[config.mk]
export PLATFORM = sky130hd
export DESIGN_NAME = set_mode_ctrl_flat
export DESIGN_NICKNAME = d
export VERILOG_FILES = /design/src/rtl/set_mode_ctrl_if.sv /design/src/rtl/set_mode_ctrl.sv /design/src/flat_wrapper.sv
export SDC_FILE = /design/constraint.sdc
export NUM_CORES = 1
export LEC_CHECK = 0
export ABC_CLOCK_PERIOD_IN_PS = 3400
export BUFFER_PORTS_ARGS = -buffer_cell sky130_fd_sc_hd__buf_2
export CAP_MARGIN = 20
export CELL_PAD_IN_SITES_DETAIL_PLACEMENT = 0
export CELL_PAD_IN_SITES_GLOBAL_PLACEMENT = 1
export CORE_AREA = 2 2 87 64
export DETAILED_ROUTE_END_ITERATION = 6
export DIE_AREA = 0 0 89 66
export PLACE_DENSITY_LB_ADDON = 0.1
export SYNTH_ARGS = -nofsm -noshare
export SYNTH_HDL_FRONTEND = slang
export SYNTH_SLANG_ARGS = --single-unit
[constraint.sdc]
create_clock -name clk -period 3.4 [get_ports clk]
set_input_delay 0.17 -clock clk [delete_from_list [all_inputs] [get_ports clk]]
set_output_delay 0.17 -clock clk [all_outputs]
set_load 0.05 [all_outputs]
[src/rtl/set_mode_ctrl_if.sv]
// Control/status bundle between the user-control front end and the clock datapath.
interface set_mode_ctrl_if;
  logic       tick_10ms;
  logic       set_mode;
  logic       sel;
  logic [1:0] set_select;
  logic       inc_btn;
  logic       dec_btn;
  logic       run_en;
  logic       inc_pulse;
  logic       dec_pulse;
  logic [2:0] field_sel;
  logic [5:0] blink_mask;

  modport master (
    output tick_10ms, set_mode, sel, set_select, inc_btn, dec_btn,
    input  run_en, inc_pulse, dec_pulse, field_sel, blink_mask
  );

  modport slave (
    input  tick_10ms, set_mode, sel, set_select, inc_btn, dec_btn,
    output run_en, inc_pulse, dec_pulse, field_sel, blink_mask
  );
endinterface

[src/rtl/set_mode_ctrl.sv]
// Edit-mode controller: input sync/debounce, field decode, inc/dec strobes with
// auto-repeat, run gating and field blink for the millennium clock.
module set_mode_ctrl #(
  parameter int unsigned DEBOUNCE_TICKS = 2,
  parameter int unsigned REPEAT_DELAY   = 50,
  parameter int unsigned REPEAT_RATE    = 10,
  parameter int unsigned BLINK_TICKS    = 25
) (
  input logic           clk,
  input logic           rst_n,
  set_mode_ctrl_if.slave bus
);

  localparam int unsigned DW   = $clog2(DEBOUNCE_TICKS + 1);
  localparam int unsigned RMAX = (REPEAT_DELAY > REPEAT_RATE) ? REPEAT_DELAY : REPEAT_RATE;
  localparam int unsigned RW   = $clog2(RMAX + 1);
  localparam int unsigned BW   = $clog2(BLINK_TICKS + 1);
  localparam logic [DW-1:0] DB_LAST = DW'(DEBOUNCE_TICKS - 1);
  localparam logic [RW-1:0] RD_LAST = RW'(REPEAT_DELAY - 1);
  localparam logic [RW-1:0] RR_LAST = RW'(REPEAT_RATE - 1);
  localparam logic [BW-1:0] BL_LAST = BW'(BLINK_TICKS - 1);
  localparam logic [2:0]    F_NONE  = 3'd7;

  typedef enum logic [2:0] {S_IDLE, S_FIRST, S_DELAY, S_REPEAT, S_LOCK} state_t;

  // Buttons are stored already inverted so a cleared synchronizer reads released.
  logic [1:0] sm_q, sel_q, inc_s_q, dec_s_q, vld_q;
  logic [1:0] ss0_q, ss1_q;

  always_ff @(posedge clk or negedge rst_n) begin
    if (!rst_n) begin
      sm_q    <= '0;
      sel_q   <= '0;
      inc_s_q <= '0;
      dec_s_q <= '0;
      vld_q   <= '0;
      ss0_q   <= '0;
      ss1_q   <= '0;
    end else begin
      sm_q    <= {sm_q[0], bus.set_mode};
      sel_q   <= {sel_q[0], bus.sel};
      inc_s_q <= {inc_s_q[0], ~bus.inc_btn};
      dec_s_q <= {dec_s_q[0], ~bus.dec_btn};
      vld_q   <= {vld_q[0], 1'b1};
      ss0_q   <= bus.set_select;
      ss1_q   <= ss0_q;
    end
  end

  function automatic logic [2:0] decode(input logic mode, input logic s, input logic [1:0] ss);
    logic [2:0] f;
    if (!mode || ss == 2'd3) f = F_NONE;
    else                     f = {1'b0, ss} + (s ? 3'd3 : 3'd0);
    return f;
  endfunction

  logic       tick;
  logic [2:0] field, field_nx;
  logic [1:0] btn_s;

  assign tick     = bus.tick_10ms;
  assign field    = decode(sm_q[1], sel_q[1], ss1_q);
  assign field_nx = decode(sm_q[0], sel_q[0], ss0_q);
  assign btn_s    = {dec_s_q[1], inc_s_q[1]};

  logic [1:0]         deb_q, deb_d;
  logic [1:0][DW-1:0] dcnt_q, dcnt_d;

  always_comb begin
    deb_d  = deb_q;
    dcnt_d = dcnt_q;
    if (tick) begin
      for (int unsigned i = 0; i < 2; i++) begin
        if (btn_s[i] == deb_q[i]) begin
          dcnt_d[i] = '0;
        end else if (dcnt_q[i] == DB_LAST) begin
          deb_d[i]  = btn_s[i];
          dcnt_d[i] = '0;
        end else begin
          dcnt_d[i] = dcnt_q[i] + DW'(1);
        end
      end
    end
  end

  always_ff @(posedge clk or negedge rst_n) begin
    if (!rst_n) begin
      deb_q  <= '0;
      dcnt_q <= '0;
    end else begin
      deb_q  <= deb_d;
      dcnt_q <= dcnt_d;
    end
  end

  state_t     state_q;
  logic       dir_q, arm_q, inc_pulse_q, dec_pulse_q, phase_q;
  logic [2:0] fld_q;
  logic [RW-1:0] rcnt_q;
  logic [BW-1:0] bcnt_q;
  logic       both, any, held, fld_ok, fire, fire_dir;

  // Strobes also require the next synced field to match, so a strobe can never
  // land in the same clk that set_mode_sync drops or the field changes.
  always_comb begin
    both     = &deb_d;
    any      = |deb_d;
    held     = deb_d[dir_q];
    fld_ok   = (field == fld_q) && (field_nx == fld_q);
    fire     = 1'b0;
    fire_dir = dir_q;
    case (state_q)
      S_IDLE: begin
        fire     = arm_q && (^deb_d) && (field != F_NONE) && (field_nx == field);
        fire_dir = deb_d[1];
      end
      S_DELAY:  fire = !both && fld_ok && held && tick && (rcnt_q == RD_LAST);
      S_REPEAT: fire = !both && fld_ok && held && tick && (rcnt_q == RR_LAST);
      default:  fire = 1'b0;
    endcase
  end

  always_ff @(posedge clk or negedge rst_n) begin
    if (!rst_n) begin
      state_q     <= S_IDLE;
      dir_q       <= 1'b0;
      fld_q       <= F_NONE;
      rcnt_q      <= '0;
      arm_q       <= 1'b0;
      inc_pulse_q <= 1'b0;
      dec_pulse_q <= 1'b0;
    end else begin
      inc_pulse_q <= fire && !fire_dir;
      dec_pulse_q <= fire && fire_dir;
      // A button held through reset must be seen released before it can act.
      if (tick && vld_q[1] && !(|btn_s)) arm_q <= 1'b1;
      case (state_q)
        S_IDLE: begin
          if (fire) begin
            state_q <= S_FIRST;
            dir_q   <= fire_dir;
            fld_q   <= field;
          end else if (any && (both || !arm_q || field == F_NONE)) begin
            state_q <= S_LOCK;
          end
        end
        S_FIRST, S_DELAY, S_REPEAT: begin
          if (both || !fld_ok)             state_q <= S_LOCK;
          else if (!held)                  state_q <= S_IDLE;
          else if (state_q == S_FIRST) begin
            rcnt_q  <= '0;
            state_q <= S_DELAY;
          end else if (tick) begin
            if (fire) begin
              rcnt_q  <= '0;
              state_q <= S_REPEAT;
            end else begin
              rcnt_q  <= rcnt_q + RW'(1);
            end
          end
        end
        S_LOCK:  if (!any) state_q <= S_IDLE;
        default: state_q <= S_IDLE;
      endcase
    end
  end

  always_ff @(posedge clk or negedge rst_n) begin
    if (!rst_n) begin
      bcnt_q  <= '0;
      phase_q <= 1'b0;
    end else if (!sm_q[1] || fire) begin
      bcnt_q  <= '0;
      phase_q <= 1'b0;
    end else if (tick) begin
      if (bcnt_q == BL_LAST) begin
        bcnt_q  <= '0;
        phase_q <= ~phase_q;
      end else begin
        bcnt_q  <= bcnt_q + BW'(1);
      end
    end
  end

  assign bus.run_en     = ~sm_q[1];
  assign bus.inc_pulse  = inc_pulse_q;
  assign bus.dec_pulse  = dec_pulse_q;
  assign bus.field_sel  = field;
  assign bus.blink_mask = (phase_q && field != F_NONE) ? (6'd1 << field) : '0;

endmodule

[src/flat_wrapper.sv]
// flat-port wrapper written by rule: the top's interface ports become plain ports
module set_mode_ctrl_flat 
#(
  parameter int unsigned DEBOUNCE_TICKS = 2,
  parameter int unsigned REPEAT_DELAY   = 50,
  parameter int unsigned REPEAT_RATE    = 10,
  parameter int unsigned BLINK_TICKS    = 25
)
  (clk, rst_n, bus_tick_10ms, bus_set_mode, bus_sel, bus_set_select, bus_inc_btn, bus_dec_btn, bus_run_en, bus_inc_pulse, bus_dec_pulse, bus_field_sel, bus_blink_mask);
  set_mode_ctrl_if bus_i ();
  input logic clk;
  input logic rst_n;
  input wire logic [$bits(bus_i.tick_10ms)-1:0] bus_tick_10ms;
  input wire logic [$bits(bus_i.set_mode)-1:0] bus_set_mode;
  input wire logic [$bits(bus_i.sel)-1:0] bus_sel;
  input wire logic [$bits(bus_i.set_select)-1:0] bus_set_select;
  input wire logic [$bits(bus_i.inc_btn)-1:0] bus_inc_btn;
  input wire logic [$bits(bus_i.dec_btn)-1:0] bus_dec_btn;
  output wire logic [$bits(bus_i.run_en)-1:0] bus_run_en;
  output wire logic [$bits(bus_i.inc_pulse)-1:0] bus_inc_pulse;
  output wire logic [$bits(bus_i.dec_pulse)-1:0] bus_dec_pulse;
  output wire logic [$bits(bus_i.field_sel)-1:0] bus_field_sel;
  output wire logic [$bits(bus_i.blink_mask)-1:0] bus_blink_mask;
  assign bus_i.tick_10ms = bus_tick_10ms;
  assign bus_i.set_mode = bus_set_mode;
  assign bus_i.sel = bus_sel;
  assign bus_i.set_select = bus_set_select;
  assign bus_i.inc_btn = bus_inc_btn;
  assign bus_i.dec_btn = bus_dec_btn;
  assign bus_run_en = bus_i.run_en;
  assign bus_inc_pulse = bus_i.inc_pulse;
  assign bus_dec_pulse = bus_i.dec_pulse;
  assign bus_field_sel = bus_i.field_sel;
  assign bus_blink_mask = bus_i.blink_mask;
  set_mode_ctrl #(.DEBOUNCE_TICKS(DEBOUNCE_TICKS), .REPEAT_DELAY(REPEAT_DELAY), .REPEAT_RATE(REPEAT_RATE), .BLINK_TICKS(BLINK_TICKS)) u_core (.clk(clk), .rst_n(rst_n), .bus(bus_i));
endmodule
Word-level counts from Yosys, hierarchy flattened:

Index checks and enable logic that the tools add are counted.

* flip-flop bits (word level): 42
* output and inout port bits: 12
* word-level logic and storage cells: 131

* add/subtract/negate cells: 6
* order comparisons: 1
* equality and inequality tests: 22
* shift operators: 1
* multiplexer cells: 36
* bitwise operators: 5
* reduce and logical (&&, ||, !) cells: 41

Operators with widths (number)
* two-way mux 3 bit: 10
* two-way mux 6 bit: 4
* logical AND 1 bit: 15
* two-way mux 5 bit: 3
* two-way mux 2 bit: 7
* two-way mux 1 bit: 10
* inequality test 5 bit, second input constant: 2
* == test 3 bit: 3
* one-hot mux 3 bit (3 select lines): 1
* AND reduction 4 bit: 2
* zero test 1 bit: 7
* adder 2 x 3 -> 3 bit: 2
* adder 6 x 1 -> 6 bit, second input constant: 1
* == test 3 x 2 -> 1 bit, second input constant: 2
* == test 3 bit, second input constant: 2
* == test 6 x 4 -> 1 bit, second input constant: 1
* == test 6 bit, second input constant: 1
* logical OR 1 bit: 6
* AND reduction 2 bit: 3
* nonzero test 2 bit: 3
* left shift 1 x 3 -> 6 bit, first input constant: 1
* adder 5 x 1 -> 5 bit, second input constant: 1
* == test 5 bit, second input constant: 1
* inverter 1 bit: 5
* other kinds (14): 19

Depth between registers and ports, before layout:

Gate-level depths: netlist (run 1).

* depth in word-level cells: 17
* mapped depth: 11
* mapped depth without buffers: 10

Worst setup path before layout (run 1):

No wires, ideal clock.

* path kind: reg2out
* from: register u_core.ss1_q[0]
* to: output port bus_blink_mask[0]
* arrival time: 2.648 ns
* path slack: 0.582 ns
* stages on the path, launching flop included: 7
* path through: dfrtp_1 -> ha_1 -> inv_1 -> fa_1 -> clkbuf_1 -> nand2_1 -> nor3_1

* cells in the longest elaborated chain, start to end: 6
* elaborated cells on any way between the ends: 8
* classes of those cells: add/sub (1); eq/ne (2); shift (1); mux (2); reduce/logical (2)

RTL lines
* start: declaration: RTL line set_mode_ctrl.sv:28 `logic [1:0] ss0_q, ss1_q;`
* start signal: assignment: RTL line set_mode_ctrl.sv:46 `ss1_q <= ss0_q;`
* parallel branches: the longest is 2 deep, another holds adder 2 x 3 -> 3 bit
* two-way mux 3 bit (*): RTL line set_mode_ctrl.sv:52 `if (!mode || ss == 2'd3) f = F_NONE;`
* via bus_field_sel[2]: RTL line flat_wrapper.sv:22 `output wire logic [$bits(bus_i.field_sel)-1:0] bus_field_sel;`
* inequality test 3 bit: RTL line set_mode_ctrl.sv:189 `assign bus.blink_mask = (phase_q && field != F_NONE) ? (6'd1 << field) : '0;`
* logical AND 1 bit: RTL line set_mode_ctrl.sv:189
* two-way mux 6 bit (*): RTL line set_mode_ctrl.sv:189
* end: declaration: RTL line flat_wrapper.sv:23 `output wire logic [$bits(bus_i.blink_mask)-1:0] bus_blink_mask;`

Mark *: on every way through the listed nets, which the timed path passes.

Worst setup path in the final report (run 1):

* from: register u_core.ss1_q[0]
* to: register u_core.rcnt_q[1]

* cells in the longest elaborated chain, start to end: 13
* elaborated cells on any way between the ends: 23
* classes of those cells: add/sub (1); eq/ne (4); mux (5); bitwise (1); reduce/logical (12)

RTL lines
* parallel branches: the longest is 2 deep, another holds adder 2 x 3 -> 3 bit
* two-way mux 3 bit (*): RTL line set_mode_ctrl.sv:52
* == test 3 bit: RTL line set_mode_ctrl.sv:109 `fld_ok = (field == fld_q) && (field_nx == fld_q);`
* logical AND 1 bit: RTL line set_mode_ctrl.sv:109
* logical AND 1 bit (3 in series): RTL line set_mode_ctrl.sv:117, set_mode_ctrl.sv:118
* logical AND 1 bit (on tied branches): RTL line set_mode_ctrl.sv:118, set_mode_ctrl.sv:117
* one-hot mux 1 bit (3 select lines): RTL line set_mode_ctrl.sv:112 `case (state_q)`
* two-way mux 6 bit: RTL line set_mode_ctrl.sv:154 `if (fire) begin`
* two-way mux 6 bit: RTL line set_mode_ctrl.sv:153 `end else if (tick) begin`
* two-way mux 6 bit: RTL line set_mode_ctrl.sv:150 `else if (state_q == S_FIRST) begin`
* end signal: assignment: RTL line set_mode_ctrl.sv:158 `rcnt_q <= rcnt_q + RW'(1);`
* end: declaration: RTL line set_mode_ctrl.sv:99 `logic [RW-1:0] rcnt_q;`

Mark *: on every way between the ends. The select of a mux whose other input is x is not followed.
A chain may end at the register's enable or synchronous reset.

==> impl_metrics.ini, run 1 <==
[outcome]
status = finished, final reports clean

[cells_and_area]
most-common-layout-cells = 39 x dfrtp_1, 26 x nand2_1, 23 x nor2_1
seq_area_sq_um = 1050
diodes = 0
drive_above_1_share_pct = 18.0
areaGrowthSynthToFinish_pct = 14.9
finalNonFillerCells = 328
layout_commonest_cell = dfrtp_1
layout.nets = 274
multi_input_area_sq_um = 1070
fillers = 495

[sta]
fmax_mhz = 344
rsz0062_at_grt = false
worstMarginPinSlew_ps = 930
post-route-period-util_pct = 85.6
period_minus_slack_ps = 2910
drv_slew = 0
hold_viol = 0
slew_headroom_pct = 38.0
hold_ws_ps = 11.4
setup_viol_count_final = 0
fin_tns_setup_ps = 0
fin_skew_ps = 6.36

[route]
drcViolationCount = 0
vias = 1637
routed_wl_um = 4230
firstDrtPassIters = 5
routedWlPerCell_um = 12.9
vias_per_cell = 4.99
drt.antenna.violating_nets = 0
drt_iter0_drc = 88

[synthesis]
synth.distinct_cells = 53
synth_cells = 227
synth_top_area_cell = dfrtp_1
synthesis.nets = 246
seq_area_frac_synth_pct = 47.5
postSynthRegisterBits = 42
synth_area_per_cell_sq_um = 9.77
synth_area_sq_um = 2220
yosys_warnings = 0
synth_enable_flop_cells = 0
synth-async-reset-ratio_pct = 100
synth_area_leaders = dfrtp_1 44%, ha_1 4.5%, nand2_1 4.4%
synth_ff_type = dfrtp_1
synth.top_cell.area_share_pct = 44.0

[critical_path]
crit_family = compound AO/OA/AOI/OAI gates
worst_setup_path_end_kind = flop
arrival_ps = 3110
required_ps = 3600
worstPathCellList = ha_1, inv_1, fa_1, o311ai_0, nor2_1, o211ai_2, a21boi_2, o21ai_2, o31ai_1
crit_slowest_cell = fa_1
cp_num_buf_inv = 1
path_class = reg -> reg
crit_fanout = 10
critical-path-max-stage-delay_ps = 530
start_kind = flop

[grt]
antenna_found_initial = 0
grt_max_degree = 43
grt_pass1_vias = 1496
grt-ovfl-total = 0
track_usage_pct = 15.9
grt_pass1_wl_um = 7200

[clock_tree]
path_clk_slew_ps = 90
cts.root.buffer_cell = clkbuf_8
cts_resized = 0
cts_setup_buffers = 0
ctsHtreeMaxLevel = 2
cts.sinks = 42
cts_buffer_depth = 2
cts_buffers = 5
clock_latency_ps = 290
cts_tree = done

[floorplanning]
die_h_um = 66
die_w_um = 89
core_sq_um = 5060
initial_utilization_pct = 43.8
die_area_sq_um = 5870
num_rows = 22
ios = 21

[hold_path]
hp-class = in -> async

[placement]
dp.cells = 315
place_congestion = 0.800
place_hpwl_um = 3060
place.port_buffers = 20

[pwr]
power.density_nw_per_um2 = 528
power.leakage_nw = 1.16
irDropWorstVdd_mv = 0.316

[run]
drv_cap = 0
final cells by class:
| type | count | share of cell area (%) |
|---|---|---|
| inverters | 20 | 2.95 |
| multi-input cells | 161 | 41.8 |
| well taps | 72 | 3.53 |
| flip-flops and latches | 42 | 41.4 |
| clock inverters | 3 | 1.72 |
| repair buffers | 25 | 5.89 |
| clock buffers | 5 | 2.70 |
cells in the mapped netlist, types with 2 or more instances:
| cell type | instances |
|---|---|
| a211oi_1 | 2 |
| a21boi_1 | 2 |
| a21oi_1 | 6 |
| a22oi_1 | 2 |
| a31oi_1 | 2 |
| and2_1 | 2 |
| and2_2 | 2 |
| and3_1 | 4 |
| and4b_1 | 2 |
| clkbuf_1 | 3 |
| dfrtp_1 | 39 |
| dfstp_2 | 3 |
| fa_1 | 2 |
| ha_1 | 8 |
| inv_1 | 19 |
| mux2_2 | 3 |
| mux2i_1 | 2 |
| nand2_1 | 26 |
| nand2b_1 | 4 |
| nand3_1 | 7 |
| nand3b_1 | 5 |
| nor2_1 | 23 |
| nor2b_1 | 2 |
| nor3_1 | 8 |
| o211ai_1 | 5 |
| o21ai_0 | 11 |
| o31ai_1 | 2 |
| or2_2 | 2 |
| or3_1 | 3 |
| xnor2_1 | 3 |
power breakdown:
| part | internal (W) | switching (W) |
|---|---|---|
| sequential | 0.000567 | 0.0000543 |
| clock | 0.000220 | 0.000180 |
| combinational | 0.000134 | 0.000192 |
state kept, by name, summed over array words and instances (netlist names), 3 cells and up:
| name | count |
|---|---|
| u_core.state_q | 3 |
| u_core.dcnt_q | 4 |
| u_core.fld_q | 3 |
| u_core.rcnt_q | 6 |
| u_core.bcnt_q | 5 |
routing by layer:
metal / up-vias / part of all wire, % / track usage [%]
met5: - / 0 / 0
met4: 0 / 0.57 / 3.36
met3: 2 / 4.3 / 3.87
met2: 30 / 39 / 20.8
met1: 764 / 57 / 25.8
li1: 841 / - / -
final timing paths:
path | from | endpoint | slack, ps | depth (start not counted)
min in group clk | bus_dec_btn | u_core.dec_s_q[0]$_DFF_PN0_ | 10 | 2
max in group asynchronous | rst_n | u_core.bus.inc_pulse$_DFF_PN0_ | 2810 | 1
max reg2reg | u_core.ss1_q[0]$_DFF_PN0_ | u_core.rcnt_q[1]$_DFFE_PN0P_ | 490 | 9
min | rst_n | u_core.bcnt_q[2]$_DFFE_PN0P_ | 10 | 1
min reg2reg | u_core.vld_q[0]$_DFF_PN0_ | u_core.vld_q[1]$_DFF_PN0_ | 360 | 0
max | u_core.ss1_q[0]$_DFF_PN0_ | u_core.rcnt_q[1]$_DFFE_PN0P_ | 490 | 9
logic make-up (layout without fill, tap and decap cells):
| logic type | count (synthesis) | count (layout) | share of synthesized area (%) |
|---|---|---|---|
| other cells | 1 | 1 | 0.169 |
| simple gates | 97 | 97 | 22.3 |
| fa+ha+maj | 10 | 10 | 6.32 |
| xor+xnor | 4 | 4 | 1.58 |
| mux | 5 | 5 | 2.43 |
| flops | 42 | 42 | 47.5 |
| buf+inv | 24 | 53 | 4.40 |
| compound gates | 44 | 44 | 15.2 |
metrics by stage:
step	util [%]	worst slack (ps)	instance area (sq um)	total power [W]
after floorplan	-	582	2220	0.000872
after global placement	47.1	580	2390	0.000956
after detailed placement	47.1	537	2390	0.000954
after CTS	50.1	488	2540	0.00136
after global routing	50.3	223	2550	0.00143
final	50.3	491	2550	0.00135
timing repair:
item,4_1_cts,5_1_grt
endpoints found under the setup margin,0,0
hold endpoints to repair,4,1
hold buffers,4,1
Power figures use the tool's default switching activity.
==> run 2, diff against run 1 <==
--- a/config.mk
+++ b/config.mk
@@ -13,6 +13,7 @@
 export CORE_AREA = 2 2 87 64
 export DETAILED_ROUTE_END_ITERATION = 6
 export DIE_AREA = 0 0 89 66
+export MAX_ROUTING_LAYER = met4
 export PLACE_DENSITY_LB_ADDON = 0.1
 export SYNTH_ARGS = -nofsm -noshare
 export SYNTH_HDL_FRONTEND = slang
==> constraint.sdc (replaced) <==
create_clock -name clk -period 3.4 [get_ports clk]
set_input_delay 0.34 -clock clk [delete_from_list [all_inputs] [get_ports clk]]
set_output_delay 0.34 -clock clk [all_outputs]
set_load 0.05 [all_outputs]
==> run 2 against run 1 <==
Power down 0.31%; core utilization down 0.99 points; combinational power down 1%; first-iteration DRC count up 57%; count of clock-buffer cells in the layout unchanged; cell count down 1.5%; sequential power about the same; fmax down 0.32%; setup slack worse by 9.3 ps; register-to-register slack about the same; critical endpoint unchanged.
==> impl_metrics.ini, run 2 (synthesized netlist as in run 1, its figures left out) <==
[outcome]
status = finished, final reports clean

[critical_path]
worst_setup_path_end_kind = flop
critical-path-max-stage-delay_ps = 530
required_ps = 3600
path_class = reg -> reg
cp_num_buf_inv = 1
crit_family = compound AO/OA/AOI/OAI gates
crit_slowest_cell = fa_1
arrival_ps = 3120
crit_fanout = 10
worstPathCellList = ha_1, inv_1, fa_1, o311ai_0, nor2_1, o211ai_2, a21boi_2, o21ai_2, o31ai_1
start_kind = flop

[route]
routed_wl_um = 4150
drt.antenna.violating_nets = 0
routedWlPerCell_um = 12.8
vias_per_cell = 5.00
drt_iter0_drc = 138
firstDrtPassIters = 4
vias = 1615
drcViolationCount = 0

[cells_and_area]
seq_area_sq_um = 1050
regMostFlops = u_core.rcnt_q
multi_input_area_sq_um = 1070
layout.nets = 269
layout_commonest_cell = dfrtp_1
final_util_pct = 49.3
finalNonFillerCells = 323
areaGrowthSynthToFinish_pct = 12.6
largest_reg_flops = 6
diodes = 0
drive_above_1_share_pct = 18.3
top_regs = u_core.rcnt_q x6, u_core.bcnt_q x5, u_core.dcnt_q x4
most-common-layout-cells = 39 x dfrtp_1, 26 x nand2_1, 23 x nor2_1
fillers = 497

[sta]
period_minus_slack_ps = 2920
drv_slew = 0
rsz0062_at_grt = false
fin_tns_setup_ps = 0
hold_viol = 0
slew_headroom_pct = 38.4
fmax_mhz = 343
final.setup.worst_slack_ps = 482
worstMarginPinSlew_ps = 924
setup_viol_count_final = 0
fin_skew_ps = 5.92
hold_ws_ps = 147
post-route-period-util_pct = 85.8

[floorplanning]
initial_utilization_pct = 43.8
die_area_sq_um = 5870
core_sq_um = 5060
num_rows = 22
ios = 21
die_h_um = 66
die_w_um = 89

[grt]
grt_pass1_vias = 1470
grt_pass1_wl_um = 7120
grt_max_degree = 43
grt-ovfl-total = 0
antenna_found_initial = 0
track_usage_pct = 16.1

[clock_tree]
holdBufCountCts = 0
cts.sinks = 42
cts_resized = 0
cts_tree = done
ctsHtreeMaxLevel = 2
cts_buffer_depth = 2
path_clk_slew_ps = 90
cts.root.buffer_cell = clkbuf_8
clock_latency_ps = 290
cts_buffers = 5
cts_setup_buffers = 0

[pwr]
power.leakage_nw = 1.14
power.density_nw_per_um2 = 537
irDropWorstVdd_mv = 0.316

[run]
drv_cap = 0

[placement]
place_congestion = 0.811
dp.cells = 315
place_hpwl_um = 3060
dp_slack_ps = 537
place.port_buffers = 20

[hold_path]
hp-class = in -> reg
run 2: cell types whose count changed in the layout (fill, tap and decap cells not counted), sizes merged:
cell         delta
dlygate4sd3     -5
run 2: path summary, 6_finish.rpt:
kind                                            from                        endpoint  slack (ps)  cells after the start
hold / removal                     bus_set_select[1]       u_core.ss0_q[1]$_DFF_PN0_         150                      1
setup reg to reg           u_core.ss1_q[0]$_DFF_PN0_    u_core.rcnt_q[1]$_DFFE_PN0P_         480                      9
hold reg to reg            u_core.vld_q[0]$_DFF_PN0_       u_core.vld_q[1]$_DFF_PN0_         360                      0
min in group asynchronous                      rst_n    u_core.bcnt_q[2]$_DFFE_PN0P_         180                      1
setup / recovery           u_core.ss1_q[0]$_DFF_PN0_    u_core.rcnt_q[1]$_DFFE_PN0P_         480                      9
max in group asynchronous                      rst_n  u_core.bus.inc_pulse$_DFF_PN0_        2640                      1
run 2: stage by stage:
stage / cell area, sq um / power [W]
4_1_cts: 2500 / 0.00135
2_1_floorplan: 2220 / 0.000872
3_3_place_gp: 2390 / 0.000956
3_5_place_dp: 2390 / 0.000954
6_report: 2500 / 0.00134
5_1_grt: 2500 / 0.00143
run 2: metal layers:
metal / vias up / routed length (um) / GRT usage [%]
li1: 831 / - / -
met1: 753 / 2360 / 25.9
met2: 29 / 1590 / 20.1
met3: 2 / 179 / 3.87
met4: 0 / 21 / 3.36
met5: - / 0 / -
run 2: cell type report:
| cell class | instances | share of cell area (%) |
|---|---|---|
| Multi-Input combinational cell | 161 | 42.7 |
| Sequential cell | 42 | 42.2 |
| Timing Repair Buffer | 20 | 4.01 |
| Tap cell | 72 | 3.61 |
| Inverter | 20 | 3.00 |
| Clock buffer | 5 | 2.75 |
| Clock inverter | 3 | 1.75 |
run 2: power by group:
group / total [W] / internal, W / switching, W / leakage, nW
logic: 0.000321 / 0.000130 / 0.000192 / 0.551
clock network: 0.000399 / 0.000220 / 0.000179 / 0.0585
registers: 0.000622 / 0.000567 / 0.0000549 / 0.528
total: 0.00134 / 0.000917 / 0.000425 / 1.14
==> run 3, diff against run 2 <==
--- a/config.mk
+++ b/config.mk
@@ -8,13 +8,11 @@
 export ABC_CLOCK_PERIOD_IN_PS = 3400
 export BUFFER_PORTS_ARGS = -buffer_cell sky130_fd_sc_hd__buf_2
 export CAP_MARGIN = 20
-export CELL_PAD_IN_SITES_DETAIL_PLACEMENT = 0
-export CELL_PAD_IN_SITES_GLOBAL_PLACEMENT = 1
-export CORE_AREA = 2 2 87 64
+export CORE_AREA = 2 2 77 57
 export DETAILED_ROUTE_END_ITERATION = 6
-export DIE_AREA = 0 0 89 66
+export DIE_AREA = 0 0 79 59
 export MAX_ROUTING_LAYER = met4
-export PLACE_DENSITY_LB_ADDON = 0.1
+export PLACE_DENSITY = 0.77
 export SYNTH_ARGS = -nofsm -noshare
 export SYNTH_HDL_FRONTEND = slang
 export SYNTH_SLANG_ARGS = --single-unit
==> run 3 against run 2 <==
Core utilization grew 15 points; hold slack gained 1.1 ps; combinational power about the same; clock skew shrank 0.75 ps; fmax is 2.5% higher; routed wire length is 3.4% lower; sequential cell count unchanged; clock power decreased by 5%; critical endpoint unchanged.
==> impl_metrics.ini, run 3 (synthesized netlist as in run 1, its figures left out) <==
[outcome]
status = finished, final reports clean

[cells_and_area]
most-common-layout-cells = 39 x dfrtp_1, 26 x nand2_1, 23 x nor2_1
areaGrowthSynthToFinish_pct = 11.2
layout.nets = 269
largest_reg_flops = 6
final_util_pct = 64.1
drive_above_1_share_pct = 17.5
top_regs = u_core.rcnt_q x6, u_core.bcnt_q x5, u_core.dcnt_q x4
diodes = 0
regMostFlops = u_core.rcnt_q
layout_commonest_cell = dfrtp_1

[grt]
use_met1_pct = 30.0
grt_pass1_wl_um = 6890
grt_util_met3_pct = 5.79
track_usage_pct = 20.3
grt_pass1_vias = 1475
grt_max_degree = 43
antenna_found_initial = 0
grt.busiest_layer = met1
grt_use_met2_pct = 27.0
grt-ovfl-total = 0

[critical_path]
crit_slowest_cell = fa_1
r2r_cells = 9
r2r_end = u_core.rcnt_q[1]$_DFFE_PN0P_
crit_family = compound AO/OA/AOI/OAI gates
timing.rr.start = u_core.ss1_q[0]$_DFF_PN0_
cp.depth = 9
worstPathCellList = ha_1, inv_1, fa_1, and2_2, o32ai_1, o211ai_2, a21boi_2, o21ai_2, o31ai_1
worst_setup_path_end_kind = flop
ff2ff_setup_slack_ps = 550
crit_fanout = 10
critical-path-max-stage-delay_ps = 630
worstSetupEndpoint = u_core.rcnt_q[1]$_DFFE_PN0P_
startpoint = u_core.ss1_q[0]$_DFF_PN0_
arrival_ps = 3040
path_class = reg -> reg
start_kind = flop
cp_num_buf_inv = 1
required_ps = 3600

[sta]
setup_viol_count_final = 0
fin_tns_setup_ps = 0
hold_viol = 0
period_minus_slack_ps = 2850
final.setup.worst_slack_ps = 553
fmax_mhz = 351
worstMarginPinSlew_ps = 877
fin_skew_ps = 5.17
drv_slew = 0
slew_headroom_pct = 41.5
hold_ws_ps = 148
post-route-period-util_pct = 83.7
rsz0062_at_grt = false

[placement]
dp_slack_ps = 611
place_hpwl_um = 2910
place_congestion = 0.896
place.port_buffers = 20

[route]
routedWlPerCell_um = 13.2
routed_wl_um = 4010
vias_per_cell = 5.51
drt_iter0_drc = 171
drcViolationCount = 0
vias = 1670
drt.antenna.violating_nets = 0
firstDrtPassIters = 5

[clock_tree]
cts.root.buffer_cell = clkbuf_8
cts_buffer_depth = 2
cts_buffers = 5
ctsHtreeMaxLevel = 2
cts_tree = done
cts_setup_buffers = 0
clock_latency_ps = 290
cts_resized = 0
cts.sinks = 42
path_clk_slew_ps = 80
holdBufCountCts = 0

[floorplanning]
die_h_um = 59
die_area_sq_um = 4660
ios = 21
core_sq_um = 3850
die_w_um = 79
num_rows = 19
initial_utilization_pct = 57.6

[pwr]
power.leakage_nw = 1.13
irDropWorstVdd_mv = 0.404
power.density_nw_per_um2 = 537
fin_total_pwr_w = 0.00132

[hold_path]
hp-class = in -> reg

[run]
drv_cap = 0
run 3: power by group:
part           leakage [nW]  switching (W)  internal (W)
Sequential            0.528      0.0000551      0.000568
Combinational         0.551       0.000191      0.000131
Clock                0.0524       0.000161      0.000220
Total                  1.13       0.000407      0.000918
run 3: how the worst min path moves through the flow:
stage                                     start  slack [ps]                          end  depth (start not counted)
floorplan                                 rst_n          40     u_core.arm_q$_DFFE_PN0P_                          0
global placement    u_core.inc_s_q[0]$_DFF_PN0_         330  u_core.inc_s_q[1]$_DFF_PN0_                          0
detailed placement  u_core.inc_s_q[0]$_DFF_PN0_         340  u_core.inc_s_q[1]$_DFF_PN0_                          0
CTS                                     bus_sel         140    u_core.sel_q[0]$_DFF_PN0_                          1
global route                  bus_set_select[0]         130    u_core.ss0_q[0]$_DFF_PN0_                          1
finish                                  bus_sel         150    u_core.sel_q[0]$_DFF_PN0_                          1
run 3: metal layers:
metal	vias up	wire length, um
met4	0	46
met3	4	251
met2	49	1640
met1	780	2080
met5	-	0
li1	837	-
run 3: through the flow:
stage                     cells  cell area, sq um
final                       303              2470
after global routing        303              2470
after CTS                   303              2470
after detailed placement    295              2360
after global placement      295              2360
after floorplan             227              2220
run 3: layout make-up:
| cell class | count | area (sq um) |
|---|---|---|
| clock buffer | 7 | 76.3 |
| multi-input combinational | 161 | 1070 |
| tap | 52 | 65.1 |
| clock inverter | 1 | 30.0 |
| inverter | 20 | 75.1 |
| fill | 336 | 1380 |
| timing repair buffer | 20 | 100 |
| sequential | 42 | 1050 |
